===== src/rtl/frame_config_loader.sv =====
// Configuration front end: frames a 32-bit bitstream into per-row FrameData words and a one-hot FrameStrobe per frame.
// Latency: FrameStrobe rises one cycle after the last data word; WriteReady drops for the STROBE and HOLD cycles only.
module frame_config_loader #(
  parameter int          FrameBitsPerRow = 32,
  parameter int          MaxFramesPerCol = 20,
  parameter int          NumberOfRows    = 16,
  parameter int          NumberOfCols    = 16,
  parameter logic [31:0] SyncWord        = 32'hFAB0_FAB1
) (
  input  logic                                      CLK,
  input  logic                                      resetn,
  input  logic [31:0]                               WriteData,
  input  logic                                      WriteStrobe,
  output logic                                      WriteReady,
  output logic [NumberOfRows*FrameBitsPerRow-1:0]   FrameData,
  output logic [NumberOfCols*MaxFramesPerCol-1:0]   FrameStrobe,
  output logic                                      ConfigActive,
  output logic                                      ConfigError
);
  localparam int RowW    = (NumberOfRows > 1)    ? $clog2(NumberOfRows)    : 1;
  localparam int ColW    = (NumberOfCols > 1)    ? $clog2(NumberOfCols)    : 1;
  localparam int FrmW    = (MaxFramesPerCol > 1) ? $clog2(MaxFramesPerCol) : 1;
  localparam int StrobeW = NumberOfCols * MaxFramesPerCol;
  localparam logic [RowW-1:0] LastRow = RowW'(NumberOfRows - 1);

  typedef enum logic [2:0] {IDLE, HEADER, DATA, STROBE, HOLD} state_t;

  state_t          state, state_nxt;
  logic [RowW-1:0] row_q;
  logic [ColW-1:0] col_q;
  logic [FrmW-1:0] frame_q;
  logic            hdr_bad, hdr_load, data_we, last_row, err_set, err_clr;
  logic [31:0]     hdr_col, hdr_frame, strobe_idx;

  // Range checks use the full 8-bit header fields so out-of-range values are not aliased by truncation.
  assign hdr_col    = {24'd0, WriteData[15:8]};
  assign hdr_frame  = {24'd0, WriteData[7:0]};
  assign hdr_bad    = (hdr_col >= 32'(NumberOfCols)) || (hdr_frame >= 32'(MaxFramesPerCol));
  assign last_row   = (row_q == LastRow);
  assign strobe_idx = 32'(col_q) * 32'(MaxFramesPerCol) + 32'(frame_q);
  assign WriteReady = (state == IDLE) || (state == HEADER) || (state == DATA);

  always_ff @(posedge CLK or negedge resetn) begin
    if (!resetn) state <= IDLE;
    else         state <= state_nxt;
  end

  always_comb begin
    state_nxt = state;
    hdr_load  = 1'b0;
    data_we   = 1'b0;
    err_set   = 1'b0;
    err_clr   = 1'b0;
    case (state)
      IDLE: begin
        if (WriteStrobe && (WriteData == SyncWord)) begin
          state_nxt = HEADER;
          err_clr   = 1'b1;
        end
      end
      HEADER: begin
        // The sync word has bit 31 set, so it must be matched before the desync bit.
        if (WriteStrobe) begin
          if (WriteData == SyncWord) begin
            state_nxt = HEADER;
          end else if (WriteData[31]) begin
            state_nxt = IDLE;
          end else if (hdr_bad) begin
            err_set   = 1'b1;
            state_nxt = IDLE;
          end else begin
            hdr_load  = 1'b1;
            state_nxt = DATA;
          end
        end
      end
      DATA: begin
        if (WriteStrobe) begin
          data_we = 1'b1;
          if (last_row) state_nxt = STROBE;
        end
      end
      STROBE:  state_nxt = HOLD;
      HOLD:    state_nxt = HEADER;
      default: state_nxt = IDLE;
    endcase
  end

  always_ff @(posedge CLK or negedge resetn) begin
    if (!resetn) begin
      row_q        <= '0;
      col_q        <= '0;
      frame_q      <= '0;
      ConfigError  <= 1'b0;
      ConfigActive <= 1'b0;
      FrameStrobe  <= '0;
    end else begin
      ConfigActive <= (state_nxt != IDLE);
      FrameStrobe  <= '0;
      if (err_clr)      ConfigError <= 1'b0;
      else if (err_set) ConfigError <= 1'b1;
      if (hdr_load) begin
        col_q   <= WriteData[8 +: ColW];
        frame_q <= WriteData[0 +: FrmW];
        row_q   <= '0;
      end
      if (data_we) begin
        if (!last_row) row_q       <= row_q + RowW'(1);
        else           FrameStrobe <= StrobeW'(1) << strobe_idx;
      end
    end
  end

  always_ff @(posedge CLK or negedge resetn) begin
    if (!resetn) begin
      FrameData <= '0;
    end else if (data_we) begin
      for (int r = 0; r < NumberOfRows; r++) begin
        if (row_q == RowW'(r)) FrameData[r*FrameBitsPerRow +: FrameBitsPerRow] <= WriteData;
      end
    end
  end

endmodule


===== config.mk =====
export PLATFORM = sky130hd
export DESIGN_NAME = frame_config_loader
export DESIGN_NICKNAME = d
export VERILOG_FILES = /design/src/rtl/frame_config_loader.sv
export SDC_FILE = /design/constraint.sdc
export NUM_CORES = 1
export LEC_CHECK = 0
export BUFFER_PORTS_ARGS = -buffer_cell sky130_fd_sc_hd__buf_4
export CORE_AREA = 2 2 337 339
export DETAILED_ROUTE_END_ITERATION = 8
export DIE_AREA = 0 0 339 341
export PLACE_DENSITY = 0.44
export SYNTH_ARGS = -nofsm -noshare
export SYNTH_HDL_FRONTEND = slang
export SYNTH_SLANG_ARGS = --single-unit

===== constraint.sdc =====
create_clock -name CLK -period 5.5 [get_ports CLK]
set_input_delay 1.1 -clock CLK [delete_from_list [all_inputs] [get_ports CLK]]
set_output_delay 1.1 -clock CLK [all_outputs]
set_load 0.03 [all_outputs]

==> impl_metrics.env <==
export IMPL_status="finished clean"
export IMPL_gp_congestion=0.785
export IMPL_cts_clk_slew_worst_paths_ns=0.06
export IMPL_arrival_ns=4.46
export IMPL_power_mw=16.8
export IMPL_grt_max_degree=135
export IMPL_netlist_area_um2=31300
export IMPL_die_w_um=339
export IMPL_worstSetupStartpointType="register"
export IMPL_final_cell_mix="897 x buf_4, 850 x dfrtp_1, 463 x mux2_2, 198 x nor3_1, 142 x nand2_1"
export IMPL_fin_tns_setup_ns=0
export IMPL_routedWlPerCell_um=27.3
export IMPL_cp_end_kind="register"
export IMPL_power_leakage_nw=22.0
export IMPL_grt_overflow=0
export IMPL_drive_gt1_frac=0.536
export IMPL_clock_latency_ns=0.70
export IMPL_rsz0062_at_grt="no"
export IMPL_clock_skew_ns=0.0272
export IMPL_vias_per_cell=4.65
export IMPL_post_synth_cell_area_avg_um2=14.7
export IMPL_p_int_mw=12.0
export IMPL_drtIter0Drc=960
export IMPL_ys_seq_elements=850
export IMPL_combPwrFrac=0.158
export IMPL_finalMaxSlewViolations=0
export IMPL_synth_edf_count=0
export IMPL_clock_fmax_mhz=253
export IMPL_final_common_cell="buf_4"
export IMPL_detail_route_antenna_nets=0
export IMPL_clock_path_buffers=3
export IMPL_top_layer="met5"
export IMPL_worstMarginPinSlew_ns=1.24
export IMPL_fillCellCount=10600
export IMPL_htreeDepth=3
export IMPL_slowest_stage="or4b_1"
export IMPL_cts_tree="built"
export IMPL_nets=3004
export IMPL_routed_wl_mm=124
export IMPL_postSynthCellCount=2133
export IMPL_cts_made_buffers=97
export IMPL_portBuffers=869
export IMPL_hp_class="in2async"
export IMPL_p_switching_mw=4.79
export IMPL_via_count=21100
export IMPL_grt_pass1_wl_mm=177
export IMPL_cts_setup_buffers=0
export IMPL_crit_path_max_incr_delay_ns=0.64
export IMPL_yosys_most_used_dff="dfrtp_1"
export IMPL_wl_met2_mm=61.8
export IMPL_clkPwrFrac=0.427
export IMPL_std_cell_rows=123
export IMPL_drt_met1_wl_mm=48.2
export IMPL_path_cells="ha_1 -> ha_1 -> fa_1 -> o211a_1 -> nand2_1 -> or4b_1 -> nand4_4 -> buf_4 -> nor3_1"
export IMPL_wl_met3_mm=11.0
export IMPL_start_util=0.279
export IMPL_hold_viol=0
export IMPL_crit_fanout=42
export IMPL_hpwlAfterDp_mm=86.1
export IMPL_async_reset_ff_frac=1.00
export IMPL_syn_nets=2181
export IMPL_seq_area_frac_synth=0.680
export IMPL_firstDrtPassIters=5
export IMPL_grtUsageTotal=0.211
export IMPL_die_height_um=341
export IMPL_ios=870
export IMPL_fin_crit_sh=0.720
export IMPL_cts_sinks=850
export IMPL_maxSlewHeadroom=0.177
export IMPL_grt_pass1_vias=22700
export IMPL_setup_viol=0
export IMPL_cts_resized=0
export IMPL_critPathMostFrequentCell="ha_1"
export IMPL_clockRootBuffer="clkbuf_16"
export IMPL_hold_buffers=0
export IMPL_drc=0
export IMPL_core_area_um2=112000
export IMPL_yosys_warnings=0
export IMPL_fin_ws_ns=1.54
export IMPL_place_ws_ns=1.56
export IMPL_area_growth_synth_to_final_pct=37.0
export IMPL_cap_violations=0
export IMPL_setup_worst_path_class="reg2reg"
export IMPL_hold_ws_ns=0.482
export IMPL_worstPathRequired_ns=6.01
export IMPL_grt_antenna_before_repair=11
export IMPL_swShare=0.285
export IMPL_pwr_share_seq=0.415
export IMPL_die_area_um2=116000
export IMPL_powerDensity_nw_per_um2=392
export IMPL_synth_cell_types=59
export IMPL_peakVddDrop_mv=0.274
export IMPL_post_route_min_period_ns=3.96
[kinds of logic after synthesis]
logic type / Yosys count / synth area share
AO/OA/AOI/OAI: 32 / 0.00829
XOR/XNOR: 6 / 0.00168
adder cells (fa/ha/maj): 13 / 0.00568
buffers and inverters: 184 / 0.0281
flip-flops: 850 / 0.680
multiplexers: 491 / 0.178
AND/OR/NAND/NOR: 557 / 0.0982
[worst max-delay path: cells and delay by family, from the launching register on]
family,cells,cell delay (ns)
AOI/OAI and AO/OA,1,0.21
adders and majority gates,3,1.14
buffers and inverters,1,0.43
DFF,1,0.58
and+or+nand+nor,4,1.36
[power groups by stage]
stage               logic (mW)  clock network, mW  registers (mW)
detailed placement        2.69                  0            7.08
global route              2.79               7.58            7.04
global placement          2.69                  0            7.06
finish                    2.65               7.17            6.98
floorplan                0.477                  0            7.94
CTS                       2.70               7.34            6.98
[metal layers]
| metal | global-route usage | vias up |
|---|---|---|
| met2 | 0.358 | 801 |
| met5 | 0 | - |
| met4 | 0.0568 | 2 |
| li1 | - | 9016 |
| met3 | 0.0789 | 156 |
| met1 | 0.250 | 11100 |
[worst paths after layout]
kind                           startpoint          endpoint  slack (ns)  cells after the start
max in group asynchronous          resetn    FrameData[265]        3.68                      2
min in group CLK           FrameData[497]    FrameData[497]        0.48                      2
hold / removal                     resetn  FrameStrobe[271]        0.48                      1
setup reg to reg                 col_q[3]  FrameStrobe[123]        1.54                      9
hold reg to reg            FrameData[497]    FrameData[497]        0.48                      2
setup / recovery                 col_q[3]  FrameStrobe[123]        1.54                      9
[synthesized netlist by cell type (all sizes together), types with 2 or more instances]
library cell	number	area [um2]
nand4b	2	17.5
o21bai	2	15.0
a21o	4	30.0
clkbuf	69	262
nor3	209	1110
nor2b	4	25.0
buf	111	601
nand3	24	130
nor4	56	651
a32o	2	20.0
inv	3	11.3
nor2	70	263
or4bb	3	33.8
mux4	2	45.0
nand4	8	62.6
xnor2	3	26.3
nand2b	7	43.8
xor2	3	26.3
nor3b	5	37.5
and3	3	18.8
mux2	489	5510
ha	11	138
o21ai	5	36.3
nand3b	2	15.0
o22ai	3	32.5
a21oi	5	25.0
o21a	2	15.0
or3	2	12.5
nand2	153	582
and2	5	31.3
dfrtp	850	21300
fa	2	40.0
[final cells by class]
type / count / area (um2) / share of cell area
Inverter: 4 / 15.0 / 0.000351
Multi-Input combinational cell: 1099 / 9200 / 0.215
Timing Repair Buffer: 904 / 6870 / 0.160
Clock inverter: 42 / 696 / 0.0162
Tap cell: 1500 / 1880 / 0.0438
Antenna cell: 3 / 7.51 / 0.000175
Clock buffer: 139 / 2900 / 0.0676
Sequential cell: 850 / 21300 / 0.497
[per-stage QoR]
| step | area (um2) | util | instances |
|---|---|---|---|
| final | 42800 | 0.383 | 4541 |
| after global routing | 42800 | 0.383 | 4538 |
| after CTS | 42800 | 0.383 | 4538 |
| after detailed placement | 39200 | 0.351 | 4357 |
| after global placement | 39200 | 0.351 | 4357 |
| after floorplan | 31300 | - | 2133 |
[registers in the layout (all words and copies together), names as in the netlist]
| signal | count |
|---|---|
| FrameData | 512 |
| FrameStrobe | 320 |
| frame_q | 5 |
| col_q | 4 |
| row_q | 4 |
| state | 3 |
| ConfigActive | 1 |
| ConfigError | 1 |
No activity file was read; power rests on OpenSTA's default activity.
